===== src/rtl/tiletest_switch_conditioner.sv =====
// tiletest_switch_conditioner
//
// Front-panel switch conditioning for the tiletester. Each raw pin passes
// through a two-flop synchroniser and a per-switch debounce FSM. The block
// produces a clean level, one-cycle rise/fall strobes, sticky press flags
// and, optionally, saturating per-switch press counters.
//
// Optional feature: define TILETEST_SW_PRESS_COUNT_EN to build the press
// counters. Without it, press_count is tied to zero, count_clr is unused,
// and the port list stays the same.

module tiletest_switch_conditioner #(
  parameter int N_SW            = 5,
  parameter int DEBOUNCE_CYCLES = 100000,
  parameter int CNT_W           = 8
) (
  input  logic                  sys_clk,
  input  logic                  reset_n,
  input  logic [N_SW-1:0]       sw_raw,
  input  logic [N_SW-1:0]       flag_clr,
  input  logic                  count_clr,
  output logic [N_SW-1:0]       sw_state,
  output logic [N_SW-1:0]       sw_rise,
  output logic [N_SW-1:0]       sw_fall,
  output logic [N_SW-1:0]       press_flag,
  output logic [N_SW*CNT_W-1:0] press_count
);

  // Debounce counter only needs to reach DEBOUNCE_CYCLES-1; it never wraps.
  localparam int DB_W = (DEBOUNCE_CYCLES > 1) ? $clog2(DEBOUNCE_CYCLES) : 1;
  localparam logic [DB_W-1:0] DB_LAST = DB_W'(DEBOUNCE_CYCLES - 1);
  localparam logic [DB_W-1:0] DB_ONE  = DB_W'(1);

  typedef enum logic [1:0] {
    STABLE_LO = 2'd0,
    PEND_HI   = 2'd1,
    STABLE_HI = 2'd2,
    PEND_LO   = 2'd3
  } sw_st_e;

  logic [N_SW-1:0] sync1_q;
  logic [N_SW-1:0] sync2_q;

  sw_st_e          st_q  [N_SW];
  sw_st_e          st_d  [N_SW];
  logic [DB_W-1:0] cnt_q [N_SW];
  logic [DB_W-1:0] cnt_d [N_SW];

  logic [N_SW-1:0] state_q, state_d;
  logic [N_SW-1:0] rise_q,  rise_d;
  logic [N_SW-1:0] fall_q,  fall_d;
  logic [N_SW-1:0] flag_q,  flag_d;

  // Two-flop synchroniser; only sync2 feeds the debounce logic.
  always_ff @(posedge sys_clk or negedge reset_n) begin
    if (!reset_n) begin
      sync1_q <= '0;
      sync2_q <= '0;
    end else begin
      sync1_q <= sw_raw;
      sync2_q <= sync1_q;
    end
  end

  // Debounce next-state: a new level must be held DEBOUNCE_CYCLES cycles
  // before it is accepted; any reversion while pending is rejected silently.
  always_comb begin
    state_d = state_q;
    rise_d  = '0;
    fall_d  = '0;
    for (int i = 0; i < N_SW; i++) begin
      st_d[i]  = st_q[i];
      cnt_d[i] = cnt_q[i];
      case (st_q[i])
        STABLE_LO: begin
          if (sync2_q[i]) begin
            st_d[i]  = PEND_HI;
            cnt_d[i] = DB_ONE;
          end else begin
            cnt_d[i] = '0;
          end
        end
        PEND_HI: begin
          if (!sync2_q[i]) begin
            st_d[i]  = STABLE_LO;
            cnt_d[i] = '0;
          end else if (cnt_q[i] == DB_LAST) begin
            st_d[i]    = STABLE_HI;
            cnt_d[i]   = '0;
            state_d[i] = 1'b1;
            rise_d[i]  = 1'b1;
          end else begin
            cnt_d[i] = cnt_q[i] + DB_ONE;
          end
        end
        STABLE_HI: begin
          if (!sync2_q[i]) begin
            st_d[i]  = PEND_LO;
            cnt_d[i] = DB_ONE;
          end else begin
            cnt_d[i] = '0;
          end
        end
        PEND_LO: begin
          if (sync2_q[i]) begin
            st_d[i]  = STABLE_HI;
            cnt_d[i] = '0;
          end else if (cnt_q[i] == DB_LAST) begin
            st_d[i]    = STABLE_LO;
            cnt_d[i]   = '0;
            state_d[i] = 1'b0;
            fall_d[i]  = 1'b1;
          end else begin
            cnt_d[i] = cnt_q[i] + DB_ONE;
          end
        end
        default: begin
          st_d[i]  = STABLE_LO;
          cnt_d[i] = '0;
        end
      endcase
    end
  end

  // Debounce state, counters and the registered level/strobe outputs.
  always_ff @(posedge sys_clk or negedge reset_n) begin
    if (!reset_n) begin
      for (int i = 0; i < N_SW; i++) begin
        st_q[i]  <= STABLE_LO;
        cnt_q[i] <= '0;
      end
      state_q <= '0;
      rise_q  <= '0;
      fall_q  <= '0;
    end else begin
      for (int i = 0; i < N_SW; i++) begin
        st_q[i]  <= st_d[i];
        cnt_q[i] <= cnt_d[i];
      end
      state_q <= state_d;
      rise_q  <= rise_d;
      fall_q  <= fall_d;
    end
  end

  // Sticky press flag: a rise on the same edge as a clear keeps the flag set.
  always_comb begin
    flag_d = rise_q | (flag_q & ~flag_clr);
  end

  // Press flag register.
  always_ff @(posedge sys_clk or negedge reset_n) begin
    if (!reset_n) begin
      flag_q <= '0;
    end else begin
      flag_q <= flag_d;
    end
  end

`ifdef TILETEST_SW_PRESS_COUNT_EN
  // Packed so that switch i lands at [i*CNT_W +: CNT_W] when flattened.
  logic [N_SW-1:0][CNT_W-1:0] pcnt_q, pcnt_d;

  // Saturating press counters; a global clear beats a same-edge increment.
  always_comb begin
    pcnt_d = pcnt_q;
    for (int i = 0; i < N_SW; i++) begin
      if (count_clr) begin
        pcnt_d[i] = '0;
      end else if (rise_q[i] && (pcnt_q[i] != {CNT_W{1'b1}})) begin
        pcnt_d[i] = pcnt_q[i] + CNT_W'(1);
      end
    end
  end

  // Press counter register.
  always_ff @(posedge sys_clk or negedge reset_n) begin
    if (!reset_n) begin
      pcnt_q <= '0;
    end else begin
      pcnt_q <= pcnt_d;
    end
  end

  assign press_count = pcnt_q;
`else
  // Counters not built: the clear input has no effect.
  logic unused_count_clr;
  assign unused_count_clr = count_clr;
  assign press_count      = '0;
`endif

  assign sw_state   = state_q;
  assign sw_rise    = rise_q;
  assign sw_fall    = fall_q;
  assign press_flag = flag_q;

endmodule


===== config.mk =====
export PLATFORM = sky130hd
export DESIGN_NAME = tiletest_switch_conditioner
export DESIGN_NICKNAME = d
export VERILOG_FILES = /design/src/rtl/tiletest_switch_conditioner.sv
export SDC_FILE = /design/constraint.sdc
export NUM_CORES = 1
export LEC_CHECK = 0
export CAP_MARGIN = 30
export CORE_UTILIZATION = 60
export DETAILED_ROUTE_END_ITERATION = 7
export PLACE_DENSITY = 0.93
export SYNTH_ARGS = -nofsm -noshare
export SYNTH_HDL_FRONTEND = slang
export SYNTH_SLANG_ARGS = --single-unit
export TNS_END_PERCENT = 1

===== constraint.sdc =====
create_clock -name sys_clk -period 5.9 [get_ports sys_clk]
set_clock_uncertainty 0.1 [all_clocks]
set_input_delay 0.885 -clock sys_clk [delete_from_list [all_inputs] [get_ports sys_clk]]
set_output_delay 0.885 -clock sys_clk [all_outputs]
set_load 0.01 [all_outputs]

# Word level (Yosys, flattened, before mapping)
# Index checks and enable logic that the tools add are counted.
dict set report totals {
  regBits 125
  output_inout_bits 60
  word_cells 223
}
dict set report op_classes {
  add_sub_neg 5
  eq_ne 60
  mux 115
  bitwise 3
  n_reduce_logical 20
}
# cell count
set ops {}
lappend ops {{17-bit case mux with 4 select lines} 5}
lappend ops {{17-bit 2-to-1 mux} 15}
lappend ops {{17-bit by 1-bit adder with 17-bit output, second input constant} 5}
lappend ops {{17-bit == test, second input constant} 5}
lappend ops {{2-bit 2-to-1 mux} 30}
lappend ops {{2-bit != test, second input constant} 30}
lappend ops {{1-bit 2-to-1 mux} 55}
lappend ops {{2-bit case mux with 4 select lines} 5}
lappend ops {{3-bit != test, second input constant} 10}
lappend ops {{5-bit AND reduction} 5}
lappend ops {{2-bit == test, second input constant} 10}
lappend ops {{4-bit AND reduction} 5}
lappend ops {{2-bit by 1-bit == test with 1-bit output, second input constant} 5}
lappend ops {{2-bit zero test} 5}
lappend ops {{1-bit case mux with 2 select lines} 5}
lappend ops {{2-bit nonzero test} 5}
lappend ops {{5-bit AND} 1}
lappend ops {{5-bit inverter} 1}
lappend ops {{5-bit bitwise OR} 1}

# Longest topological paths before layout
dict set report depth {
  word_depth 4
  depth_mapped 7
  ltp_nobuf 5
}

# Least setup slack after synthesis
# OpenSTA, ideal clock, no wires.
dict set report synth_path {
  path_kind {flip-flop to flip-flop}
  from {register cnt_q[73] (netlist name)}
  to {register with a tool-made name}
  t_arrival_ns 1.685
  slack_ns 3.990
  path_stages_with_launch 5
  n_path_buf 0
  path_cell_list {dfrtp_1 or4b_4 nor4_4 nand2_2 mux2_4}
}
# element line
set synth_lines {}
lappend synth_lines {{start: declaration} 46} ;# logic [DB_W-1:0] cnt_q [N_SW];
lappend synth_lines {{start signal: indexed assignment} 138} ;# cnt_q[i] <= cnt_d[i];

# Worst setup path in the final report
dict set report layout_path {
  from {register state_q[1], in the netlist sw_state[1]}
  to {output port sw_state[1]}
}
# element line
set layout_lines {}
lappend layout_lines {{start: declaration} 49} ;# logic [N_SW-1:0] state_q, state_d;
lappend layout_lines {{start signal: assignment} 140} ;# state_q <= state_d;
lappend layout_lines {{end: declaration} 22} ;# output logic [N_SW-1:0] sw_state,
# No word-level cell between the ends.

==> results.txt <==
----------------------------------------------------
[Synth]
  Leading register cell type out of synthesis ... dfrtp_1
  Syn Area/Cell ... 10.5 µm²
  Netlist area before placement ... 0.00603 mm²
  Synthesized netlist cell count ... 575
  Register bit count reported by yosys ... 125
  Proportion of synthesized flip-flops having asynchronous set or reset ... 100%
  Yosys synthesis warning count ... 0
  EDFF count, synth ... 0
  Number of library cell types mapped by synthesis ... 48
  Sequential element share of the synthesized area ... 51.9%

[Global routing]
  Total GRT Usage ... 26.8%
  Leftover overflow at the end of global routing ... 0
  Vias in the first global route ... 4480
  Initial antenna violation count ... 0
  Maximum number of pins on one net before global-route repair ... 75
  First-pass GRT wire length ... 21.2 mm

[Timing]
  Number of endpoints failing setup at the final stage ... 0
  Final-report hold violation count ... 0
  RSZ-0062 raised after global routing ... false
  Minimum period implied by the final worst setup slack ... 2.46 ns
  Final sum of negative setup slack ... 0 ns
  Timing-limited maximum frequency ... 0.407 GHz
  Hold Worst Slack ... 0.252 ns
  Slew of the pin with the lowest slew margin ... 0.942 ns
  Final-report max-slew violation count ... 0
  Post-route fraction of the period consumed by the critical path ... 41.7%
  Max-slew headroom ... 37.2%

[Floorplan]
  Initial core utilization ... 61.6%
  Ports placed on the boundary ... 73
  Core outline area ... 0.00977 mm²
  Overall die width ... 102 µm
  Die Area ... 0.0104 mm²
  Floorplan die height ... 102 µm
  Site Rows ... 36

[Worst setup path]
  Worst R2R Start ... cnt_q[34]
  Depth of the most critical reg-to-reg path ... 5
  Critical setup path kind ... flop to output pin
  CP Data Required Time ... 4.91 ns
  Cell type group with the largest total delay on the critical path ... buffers and inverters
  Setup crit end kind ... output pin
  Maximum net fanout on the critical path ... 3
  Startpoint Class ... flop
  Cell with the biggest individual delay on the critical path ... clkdlybuf4s50_1
  Buffers & Inverters on Critical Path ... 1
  Delay of the slowest cell on the worst path ... 0.56 ns
  Cell breakdown of the critical path ... clkdlybuf4s50_1
  Reg2Reg Setup Slack ... 3.55 ns
  Arrival time at the worst endpoint ... 1.47 ns
  Capture point of the worst reg-to-reg path ... cnt_q[48]

[Cells and area]
  Final net count ... 630
  Antenna cells ... 0
  Area delta synth->final ... 14.6%
  Share of post-route cells with drive strength above 1 ... 8.48%
  Non-filler cells, final ... 758

[Detailed routing]
  Routed wire length per instance ... 17.1 µm
  Via density per instance ... 5.83
  DRC ... 0
  Via count of the routed design ... 4417
  Residual antenna-violating net count after detailed routing ... 0
  Number of DRC markers in iteration 0 ... 282
  Drt first pass iters ... 5
  Routed wire length ... 13.0 mm

[CTS]
  Number of buffers created by CTS ... 17
  Clock net sink count ... 125
  Clock tree from TritonCTS ... yes
  Post-CTS Resized ... 0
  Clk Tree Root Cell ... clkbuf_8
  Maximum buffer depth of the clock tree ... 2
  Setup Buffers After CTS ... 0
  Number of buffers added to fix hold violations after cts ... 0
  H-tree levels ... 4
  Latest clock arrival within the worst-skew pair ... 0.52 ns
  CTS clk-pin slew, worst paths ... 0.06 ns

[Pwr]
  Internal power summed over all cells ... 1.58 mW
  Proportion of power drawn by the clock network ... 53.9%
  Sequential share of power ... 43.0%
  VDD IR max ... 0.000186 V
  Static power due to leakage ... 2.99 nW
  Power spent charging and discharging nets ... 467 µW
  Portion of total power attributed to combinational logic ... 3.2%
  Pwr/cell area ... 296 mW/mm²
  Fraction of power spent switching nets ... 22.9%

[Run status]
  Result of the run ... finished clean

[Hold path]
  Class of the most critical hold timing path ... flop to flop
  Min-Delay Path Depth ... 0
  Hold path startpoint ... sync1_q[3]
  Worst Hold Endpoint ... sync2_q[3]

[Placed design]
  Dpl hpwl ... 7.52 mm
  Placed cell count ... 726
  Number of buffer cells added on primary ports ... 31
  Final weighted congestion of routability-driven global placement ... 0.876

[Flow run]
  Max-cap viol count ... 0

----------------------------------------------------
-- placed cells by master (no fill, tap or decap), types with 3 or more instances in the layout --
| cell | synthesis | final |
|---|---|---|
| dfrtp_1 | 125 | 125 |
| nor2_1 | 68 | 68 |
| xor2_1 | 41 | 41 |
| conb_1 | 1 | 40 |
| xnor2_1 | 31 | 31 |
| clkdlybuf4s50_1 | 0 | 30 |
| nand4_1 | 29 | 29 |
| nand2_1 | 29 | 29 |
| nand3_1 | 26 | 26 |
| inv_1 | 18 | 18 |
| o21ai_0 | 17 | 17 |
| clkbuf_16 | 0 | 16 |
| and4_1 | 15 | 15 |
| nor4_1 | 12 | 12 |
| nor3_1 | 12 | 12 |
| nor2_2 | 10 | 10 |
| a21oi_1 | 10 | 10 |
| and2_1 | 10 | 10 |
| nor4b_1 | 7 | 7 |
| or3_1 | 7 | 7 |
| nor3b_1 | 6 | 6 |
| a21boi_0 | 5 | 5 |
| a21o_1 | 5 | 5 |
| ha_1 | 5 | 5 |
| nor4bb_1 | 4 | 4 |
| clkinvlp_4 | 0 | 4 |
| bufinv_16 | 0 | 4 |
| inv_6 | 0 | 4 |
| and4b_1 | 3 | 3 |
| clkinv_4 | 0 | 3 |
-- state kept, by name, indices dropped and copies added, names as in the netlist, named ones only --
register / count
sync2_q: 5
st_q: 5
sync1_q: 5
sw_fall: 5
sw_rise: 5
cnt_q: 85
press_flag: 5
sw_state: 5
-- kinds of logic (layout without fill, tap and decap cells) --
| family | Yosys count | after routing | share of synthesized area (%) |
|---|---|---|---|
| fa+ha+maj | 5 | 5 | 1.04 |
| other cells | 1 | 40 | 0.0622 |
| mux | 5 | 5 | 0.955 |
| buf+inv | 71 | 82 | 7.29 |
| simple gates | 255 | 255 | 24.2 |
| flops | 125 | 125 | 51.9 |
| xor+xnor | 72 | 72 | 10.5 |
| compound gates | 41 | 41 | 4.07 |
-- worst max path at each step --
| stage | start | endpoint | depth (start not counted) |
|---|---|---|---|
| finish | sw_state[1] | sw_state[1] | 1 |
| detailed placement | reset_n | cnt_q[52] | 2 |
| global route | cnt_q[34] | cnt_q[48] | 5 |
| floorplan | cnt_q[73] | flop | 4 |
| CTS | sw_state[1] | sw_state[1] | 1 |
| global placement | reset_n | cnt_q[55] | 2 |
-- layer usage --
| metal | wire (µm) | vias to the layer above | GRT usage, % |
|---|---|---|---|
| met5 | 0 | - | 0 |
| met4 | 455 | 0 | 14.9 |
| met3 | 671 | 48 | 6.22 |
| met2 | 6720 | 212 | 44.5 |
| met1 | 5120 | 2175 | 32.5 |
| li1 | - | 1982 | - |
-- stage by stage --
| stage | worst slack [ns] | area, µm² | total power [mW] | utilization (%) |
|---|---|---|---|---|
| final | 3.44 | 6910 | 2.04 | 70.7 |
| after global routing | 3.39 | 6910 | 2.10 | 70.7 |
| after CTS | 3.43 | 6910 | 2.05 | 70.7 |
| after detailed placement | 3.48 | 6280 | 0.955 | 64.3 |
| after global placement | 3.51 | 6280 | 0.952 | 64.3 |
| after floorplan | 3.99 | 6170 | 0.945 | - |
-- synth_stat cells (10+ instances only) --
cell / count / area (µm²)
a21oi_1: 10 / 50.1
buf_4: 40 / 300
nor2_1: 68 / 255
nor2_2: 10 / 62.6
dfrtp_1: 125 / 3130
inv_1: 18 / 67.6
nand2_1: 29 / 109
nor3_1: 12 / 60.1
nand3_1: 26 / 130
xnor2_1: 31 / 272
and4_1: 15 / 131
xor2_1: 41 / 359
o21ai_0: 17 / 85.1
nor4_1: 12 / 75.1
nand4_1: 29 / 181
and2_1: 10 / 62.6
-- cell type report --
| class | instances | area (µm²) |
|---|---|---|
| repair buffers | 32 | 315 |
| multi-input cells | 418 | 2610 |
| fillers | 643 | 2870 |
| clock inverters | 15 | 211 |
| well taps | 133 | 166 |
| clock buffers | 17 | 414 |
| flip-flops and latches | 125 | 3130 |
| inverters | 18 | 67.6 |
-- power groups by stage --
stage / registers [mW] / logic (mW) / clock network, mW
2_1_floorplan: 0.890 / 0.0551 / 0
3_3_place_gp: 0.891 / 0.0606 / 0
3_5_place_dp: 0.892 / 0.0629 / 0
4_1_cts: 0.878 / 0.0651 / 1.11
5_1_grt: 0.879 / 0.0746 / 1.15
6_report: 0.878 / 0.0644 / 1.10
Power figures use the tool's default switching activity.
